### src/rtl/reg_bank_ops.sv
// Register bank with per-register arithmetic write operations, a registered
// one-cycle read port, per-register zero flags, and sticky wrap and
// address-error flags.
module reg_bank_ops #(
  parameter int WIDTH    = 16,
  parameter int NUM_REGS = 8,
  parameter int ADDR_W   = 3
) (
  input  logic                clk,
  input  logic                reset,
  input  logic                wr_en,
  input  logic [ADDR_W-1:0]   wr_addr,
  input  logic [1:0]          wr_op,
  input  logic [WIDTH-1:0]    wr_data,
  input  logic                rd_en,
  input  logic [ADDR_W-1:0]   rd_addr,
  output logic [WIDTH-1:0]    rd_data,
  output logic                rd_valid,
  output logic [NUM_REGS-1:0] zero_flags,
  output logic                ovf,
  input  logic                ovf_clr,
  output logic                addr_err
);

  typedef enum logic [1:0] {
    OP_LOAD  = 2'b00,
    OP_INC   = 2'b01,
    OP_DEC   = 2'b10,
    OP_CLEAR = 2'b11
  } op_t;

  // One extra bit so NUM_REGS itself is representable when it equals 2^ADDR_W.
  localparam logic [ADDR_W:0] NUM_REGS_W = (ADDR_W+1)'(NUM_REGS);

  logic [WIDTH-1:0] regs [NUM_REGS];

  logic             wr_ok;
  logic             rd_ok;
  logic             wr_commit;
  logic [WIDTH-1:0] wr_cur;
  logic [WIDTH-1:0] wr_next;
  logic             wr_wrap;

  // Addresses at or beyond NUM_REGS do not map to a register.
  function automatic logic addr_ok(input logic [ADDR_W-1:0] a);
    return ({1'b0, a} < NUM_REGS_W);
  endfunction

  // Increment with the carry-out in the MSB; carry set means all-ones wrapped to 0.
  function automatic logic [WIDTH:0] inc_wrap(input logic [WIDTH-1:0] v);
    return {1'b0, v} + {{WIDTH{1'b0}}, 1'b1};
  endfunction

  // Decrement with the borrow in the MSB; borrow set means 0 wrapped to all-ones.
  function automatic logic [WIDTH:0] dec_wrap(input logic [WIDTH-1:0] v);
    return {1'b0, v} - {{WIDTH{1'b0}}, 1'b1};
  endfunction

  // Decode the write operation into the new register value and its wrap status.
  always_comb begin
    logic [WIDTH:0] ext;
    wr_ok     = addr_ok(wr_addr);
    rd_ok     = addr_ok(rd_addr);
    wr_commit = wr_en & wr_ok;
    wr_cur    = wr_ok ? regs[wr_addr] : '0;
    wr_next   = wr_cur;
    wr_wrap   = 1'b0;
    ext       = '0;
    case (op_t'(wr_op))
      OP_LOAD:  wr_next = wr_data;
      OP_INC: begin
        ext     = inc_wrap(wr_cur);
        wr_next = ext[WIDTH-1:0];
        wr_wrap = ext[WIDTH];
      end
      OP_DEC: begin
        ext     = dec_wrap(wr_cur);
        wr_next = ext[WIDTH-1:0];
        wr_wrap = ext[WIDTH];
      end
      OP_CLEAR: wr_next = '0;
      default:  wr_next = wr_cur;
    endcase
  end

  // Register file: only the addressed in-range register is written.
  always_ff @(posedge clk) begin
    if (reset) begin
      for (int i = 0; i < NUM_REGS; i++) regs[i] <= '0;
    end else if (wr_commit) begin
      regs[wr_addr] <= wr_next;
    end
  end

  // Read port stage: samples the pre-write contents, so a same-cycle write is not visible.
  always_ff @(posedge clk) begin
    if (reset) begin
      rd_data  <= '0;
      rd_valid <= 1'b0;
    end else begin
      rd_valid <= rd_en;
      if (rd_en) rd_data <= rd_ok ? regs[rd_addr] : '0;
    end
  end

  // Sticky wrap flag: a wrap in the same cycle as ovf_clr keeps the flag set.
  always_ff @(posedge clk) begin
    if (reset) begin
      ovf <= 1'b0;
    end else if (wr_commit && wr_wrap) begin
      ovf <= 1'b1;
    end else if (ovf_clr) begin
      ovf <= 1'b0;
    end
  end

  // Sticky address error from either port; only reset clears it.
  always_ff @(posedge clk) begin
    if (reset) begin
      addr_err <= 1'b0;
    end else if ((wr_en && !wr_ok) || (rd_en && !rd_ok)) begin
      addr_err <= 1'b1;
    end
  end

  // Zero flags follow the current register contents directly.
  always_comb begin
    zero_flags = '0;
    for (int i = 0; i < NUM_REGS; i++) zero_flags[i] = (regs[i] == '0);
  end

endmodule

### config.mk
export PLATFORM = sky130hd
export DESIGN_NAME = reg_bank_ops
export DESIGN_NICKNAME = d
export VERILOG_FILES = /design/src/rtl/reg_bank_ops.sv
export SDC_FILE = /design/constraint.sdc
export NUM_CORES = 1
export LEC_CHECK = 0
export ABC_AREA = 1
export CAP_MARGIN = 20
export CELL_PAD_IN_SITES_DETAIL_PLACEMENT = 0
export CELL_PAD_IN_SITES_GLOBAL_PLACEMENT = 1
export CORE_MARGIN = 8
export CORE_UTILIZATION = 49
export CTS_BUF_LIST = sky130_fd_sc_hd__clkbuf_4 sky130_fd_sc_hd__clkbuf_8
export DETAILED_ROUTE_END_ITERATION = 8
export PLACE_DENSITY = 0.85
export RECOVER_POWER = 50
export SYNTH_ARGS = -nofsm -noshare
export SYNTH_HDL_FRONTEND = slang
export SYNTH_SLANG_ARGS = --single-unit
### constraint.sdc
create_clock -name clk -period 7.3 [get_ports clk]
set_input_delay 1.46 -clock clk [delete_from_list [all_inputs] [get_ports clk]]
set_output_delay 1.46 -clock clk [all_outputs]
set_load 0.005 [all_outputs]
Word level (Yosys, flattened, before mapping)
Memories as Yosys holds them, arrays and structs flattened. A register that Yosys moved wholly into a read port is not among the register bits.
Cells that the tools add are included.
- bits in registers: 2
- memory bits (writable): 128
- input port bits: 29
- output and inout bits: 27
- word-level logic and storage cells: 32
- memories: 1
- add/sub/neg operators: 2
- equal/unequal tests: 3
- multiplexer cells: 12
- reductions and logical operators: 12
- memory list (memory ; words ; bits a word ; rd ports ; clocked after memory_dff ; write ports ; RTL line ; text):
    regs ; 8 ; 16 ; 10 ; 1 ; 8 ; 35 ; logic [WIDTH-1:0] regs [NUM_REGS];
- operator list (operator ; count):
    16-bit zero test ; 8
    16-bit one-hot mux with 4 select lines ; 1
    16-bit by 1-bit adder with 17-bit output, second input constant ; 1
    16-bit by 1-bit subtractor with 17-bit output, second input constant ; 1
    16-bit two-way mux ; 1
    16-bit OR reduction ; 1
    1-bit two-way mux ; 8
    2-bit == test, second input constant ; 2
    3-bit two-way mux ; 1
    2-bit by 1-bit == test with 1-bit output, second input constant ; 1
    2-bit zero test ; 1
    1-bit one-hot mux with 2 select lines ; 1
    2-bit nonzero test ; 1
    1-bit logical AND ; 1

Depth between registers and ports, before layout
- depth after elaboration: 5
- mapped depth: 19
- mapped depth without buffers: 18

Least setup slack after synthesis
Ideal clock, no wire load.
- path kind: input to register
- from: input wr_addr[1]
- to: memory regs[0][8], data pin
- library setup time: 0.266 ns
- arrival time: 3.382 ns
- required time: 7.034 ns
- setup slack: 3.652 ns
- cell stages on the path: 17
- buffers on the path: 2
- path through: buf_4 > nor2_2 > buf_6 > nand3_1 > nand2_1 > nor2_1 > nand2_1 > ha_1 > inv_1 > nor2_1 > nand3_1 > nor2_2 > nand2_1 > nand3_1 > nand2_1 > o22ai_2 > nor2_1
- RTL lines (what ; RTL line ; text):
    start: declaration ; 12 ; input logic [ADDR_W-1:0] wr_addr,
    end: declaration ; 35 ;

==> results.md <==
| Item | This run | Unit |
|:---|:---|:---|
| TritonCTS clock tree | done | - |
| Post-cts repair resize count | 0 | - |
| Cell total after placement | 1527 | - |
| Post-synthesis mux area share | 0 | - |
| Fmax | 173.0 | MHz |
| Finished Layout Cells | 1559 | - |
| Proportion of power drawn by flip-flops and latches | 0.502 | - |
| RSZ-0062 raised after global routing | false | - |
| Library cell used as clock root buffer | clkbuf_8 | - |
| Power dissipated by switching net loads | 657.2 | uW |
| Part of the power in combinational logic | 0.190 | - |
| Residual DRC count | 0 | - |
| Number of port buffers | 54 | - |
| Sum of net half-perimeters after detailed placement | 25140 | um |
| Wire length of the first global-routing pass | 51310 | um |
| Worst Max-Slew Pin Slew | 1.470 | ns |
| Final routed wire length divided by cell count | 21.94 | um |
| Remaining number of nets flagged by the antenna check after routing | 0 | - |
| Mapped cell area | 9290 | um2 |
| Critical-path cell with the highest stage delay | dlygate4sd3_1 | - |
| Horizontal die dimension | 153.7 | um |
| Max-slew violation count | 0 | - |
| Fraction of the mapped netlist area in adder cells | 0.006734 | - |
| Per-cell via count in the routed design | 5.849 | - |
| N_diodes | 0 | - |
| Peak VDD IR | 0.0001223 | V |
| Number of global-route vias before repair | 8308 | - |
| Number of nets in the synthesized netlist | 1333 | - |
| Area share of and/or/nand/nor cells after synthesis | 0.3323 | - |
| Run status | finished with violations | - |
| Number of buffers inserted for hold repair after clock tree synthesis | 0 | - |
| Final Cycle Share | 0.7916 | - |
| Placement row count | 50 | - |
| Fin. Hold Viols | 0 | - |
| CP Launch Type | input port | - |
| Failing checks | max-capacitance violations | - |
| Post-synthesis cell count | 1299 | - |
| Cell taking the most area after synthesis | edfxtp_1 | - |
| Maximum number of pins on one net before global-route repair | 85 | - |
| Setup Crit Path Kind | input port to flip-flop | - |
| Die area | 23620 | um2 |
| Largest fanout of any net on the critical path | 20 | - |
| Commonest cells after routing, fill and taps aside | nand2_1 (362), nor2_1 (199), edfxtp_1 (128) | - |
| Mean instance size in the synthesized netlist | 7.152 | um2 |
| Core region area | 18640 | um2 |
| Starting density of the core | 0.4983 | - |
| Static Leak | 4.316 | nW |
| Design Area, Final | 10170 | um2 |
| Layout overhead on the synthesized area | 9.508 | % |
| DR iter-0 viols | 1330 | - |
| CP peak stage delay | 0.85 | ns |
| Clk sink count | 146 | - |
| Number of placed I/O pins | 56 | - |
| Fraction of the mapped netlist area in compound gates | 0.1213 | - |
| Number of synthesis warnings | 0 | - |
| WP buf/inv | 3 | - |
| Data arrival at the endpoint of the critical path | 5.97 | ns |
| Total power | 1.946 | mW |
| Dpl cell area | 9842 | um2 |
| Worst clock skew | 0.01805 | ns |
| Ordered cell list for the critical path | dlygate4sd3_1 > clkbuf_1 > nand2_1 > nor2_1 > nand2_1 > nand2_1 > nor2_1 > nand2_1 > ha_1 > inv_1 > nor2_1 > nand3_1 > nor2_2 > nand2_1 > nand3_1 > nand2_1 > o22ai_2 > nor2_1 | - |
| Share of post-route cells with drive strength above 1 | 0.05509 | - |
| XOR/XNOR Fraction of Synth Area | 0 | - |
| H-tree depth | 4 | - |
| Storage cell area | 4204 | um2 |
| Yosys top cell area share | 0.4137 | - |
| Pint | 1.289 | mW |
| Filler instances | 1895 | - |
| Setup violation total in the final timing report | 0 | - |
| Initial antenna violation count | 0 | - |
| Pre-antenna DRT Iters | 8 | - |
| Max-slew headroom at the worst pin | 0.009519 | - |
| Most frequent standard cell in the layout excluding fill and tap cells | nand2_1 | - |
| Max Cap Viol | 1 | - |
| Switching part of the total power | 0.3378 | - |
| Source-to-sink clock delay at the later pin of the worst-skew pair | 0.47 | ns |
| Final weighted congestion of routability-driven global placement | 0.9468 | - |
| Post-synthesis sequential area ratio | 0.4525 | - |
| Die Span Y | 153.7 | um |
| Remaining global-route overflow | 0 | - |
| Setup_tns | 0 | ns |
| Max Root-Sink Buffers | 2 | - |
| Combinational family with the most area after synthesis | simple AND/OR/NAND/NOR gates | - |
| Cell types with the largest area share after synthesis | edfxtp_1 (41%), nand2_1 (15%), nor2_1 (8.0%), o21ai_0 (5.5%), nand3_1 (5.2%) | - |
| Most used cell along the critical path | nand2_1 | - |
| GRT Util Overall | 0.2877 | - |
| Via total after detailed routing | 9119 | - |
| Final-stage net count | 1346 | - |
| Sort of element at the end of the critical path | flip-flop | - |
| Final WL | 34210 | um |
| Worst hold path type | flip-flop to flip-flop | - |
| Largest delay share family, worst path | simple AND/OR/NAND/NOR gates | - |
| Footprint of the multi-input gates | 4268 | um2 |
| Clock buffers created by TritonCTS | 17 | - |
| Flops & latches, synth | 146 | - |
| Shortest clock period the worst path allows after layout | 5.779 | ns |
| Pwr/cell area | 191.3 | nW/um2 |
| Part of the power in the clock network | 0.308 | - |
| Netlist cell types | 32 | - |
| CP Data Required Time | 7.49 | ns |
| Total setup buffers inserted after CTS | 0 | - |
| Clock-pin slew on the worst setup and hold paths | 0.09 | ns |
[metrics by stage]
step / utilization / worst slack [ns] / hold WS (ns)
after CTS: 0.5466 / 2.357 / 0.4712
final: 0.5457 / 1.521 / 0.4654
after floorplan: - / 3.652 / 0.4536
after global routing: 0.5457 / 1.094 / 0.5099
after global placement: 0.5279 / 2.024 / 0.4531
after detailed placement: 0.5279 / 1.900 / 0.4588
[logic make-up after synthesis]
group,Yosys count
compound gates,215
fa+ha+maj,5
other cells,1
buf+inv,197
simple gates,735
flops,146
[tightest hold or removal path: stages, from the launching register on]
cell     delay, ns
dfxtp_1       0.32
nand2_1       0.06
a21oi_1       0.05
[metal layers]
metal  vias up  share of wire  track usage
met5         -              0            0
met4         0          0.042       0.1218
met3        86          0.093      0.04709
met2       490           0.45       0.4523
met1      4229           0.42       0.3873
li1       4314              -            -
[synth_stat cells]
cell      instances
or2_2             7
buf_6             3
nor2_4            2
buf_1             7
edfxtp_1        128
clkbuf_1         39
a22o_1            1
nor4_1           17
o22ai_2           1
o21ai_2           3
inv_2             4
nand3_1          96
o21ai_0         103
buf_2             8
buf_4             9
nand2_2          13
nor2_2            8
nand3b_1          2
conb_1            1
dfxtp_1          18
a21oi_1          84
o211ai_1          4
o22ai_1          13
o21ai_1           5
nor3_1            6
nor2_1          197
clkinv_1          1
ha_1              5
nand4_1          26
inv_1           126
nand2_1         361
o21bai_1          1
[final timing paths]
kind                                  from         end  slack (ns)  cells past startpoint
worst min-delay path                   ovf         ovf        0.47                      2
worst max-delay path            wr_addr[1]  regs[4][8]        1.52                     18
worst min register to register         ovf         ovf        0.47                      2
worst max register to register  regs[0][1]  regs[4][8]        4.42                     14
[power by group through the flow]
stage	combinational (mW)	clock [mW]	sequential, mW
2_1_floorplan	0.233	0	0.983
3_3_place_gp	0.368	0	0.995
3_5_place_dp	0.368	0	0.995
4_1_cts	0.369	0.595	0.976
5_1_grt	0.403	0.623	0.981
6_report	0.370	0.599	0.977
[registers in the layout, summed over array words and instances (netlist names)]
| signal | count |
|---|---|
| rd_data | 16 |
| ovf | 1 |
| rd_valid | 1 |
| regs | 128 |
[cell type report]
type / instances / area share
timing repair buffer: 60 / 0.05596
clock buffer: 18 / 0.02374
inverter: 131 / 0.04833
multi-input combinational: 956 / 0.4195
sequential: 146 / 0.4132
tap: 234 / 0.02878
clock inverter: 14 / 0.01045
Note: power is estimated with default switching activity, not from simulation.
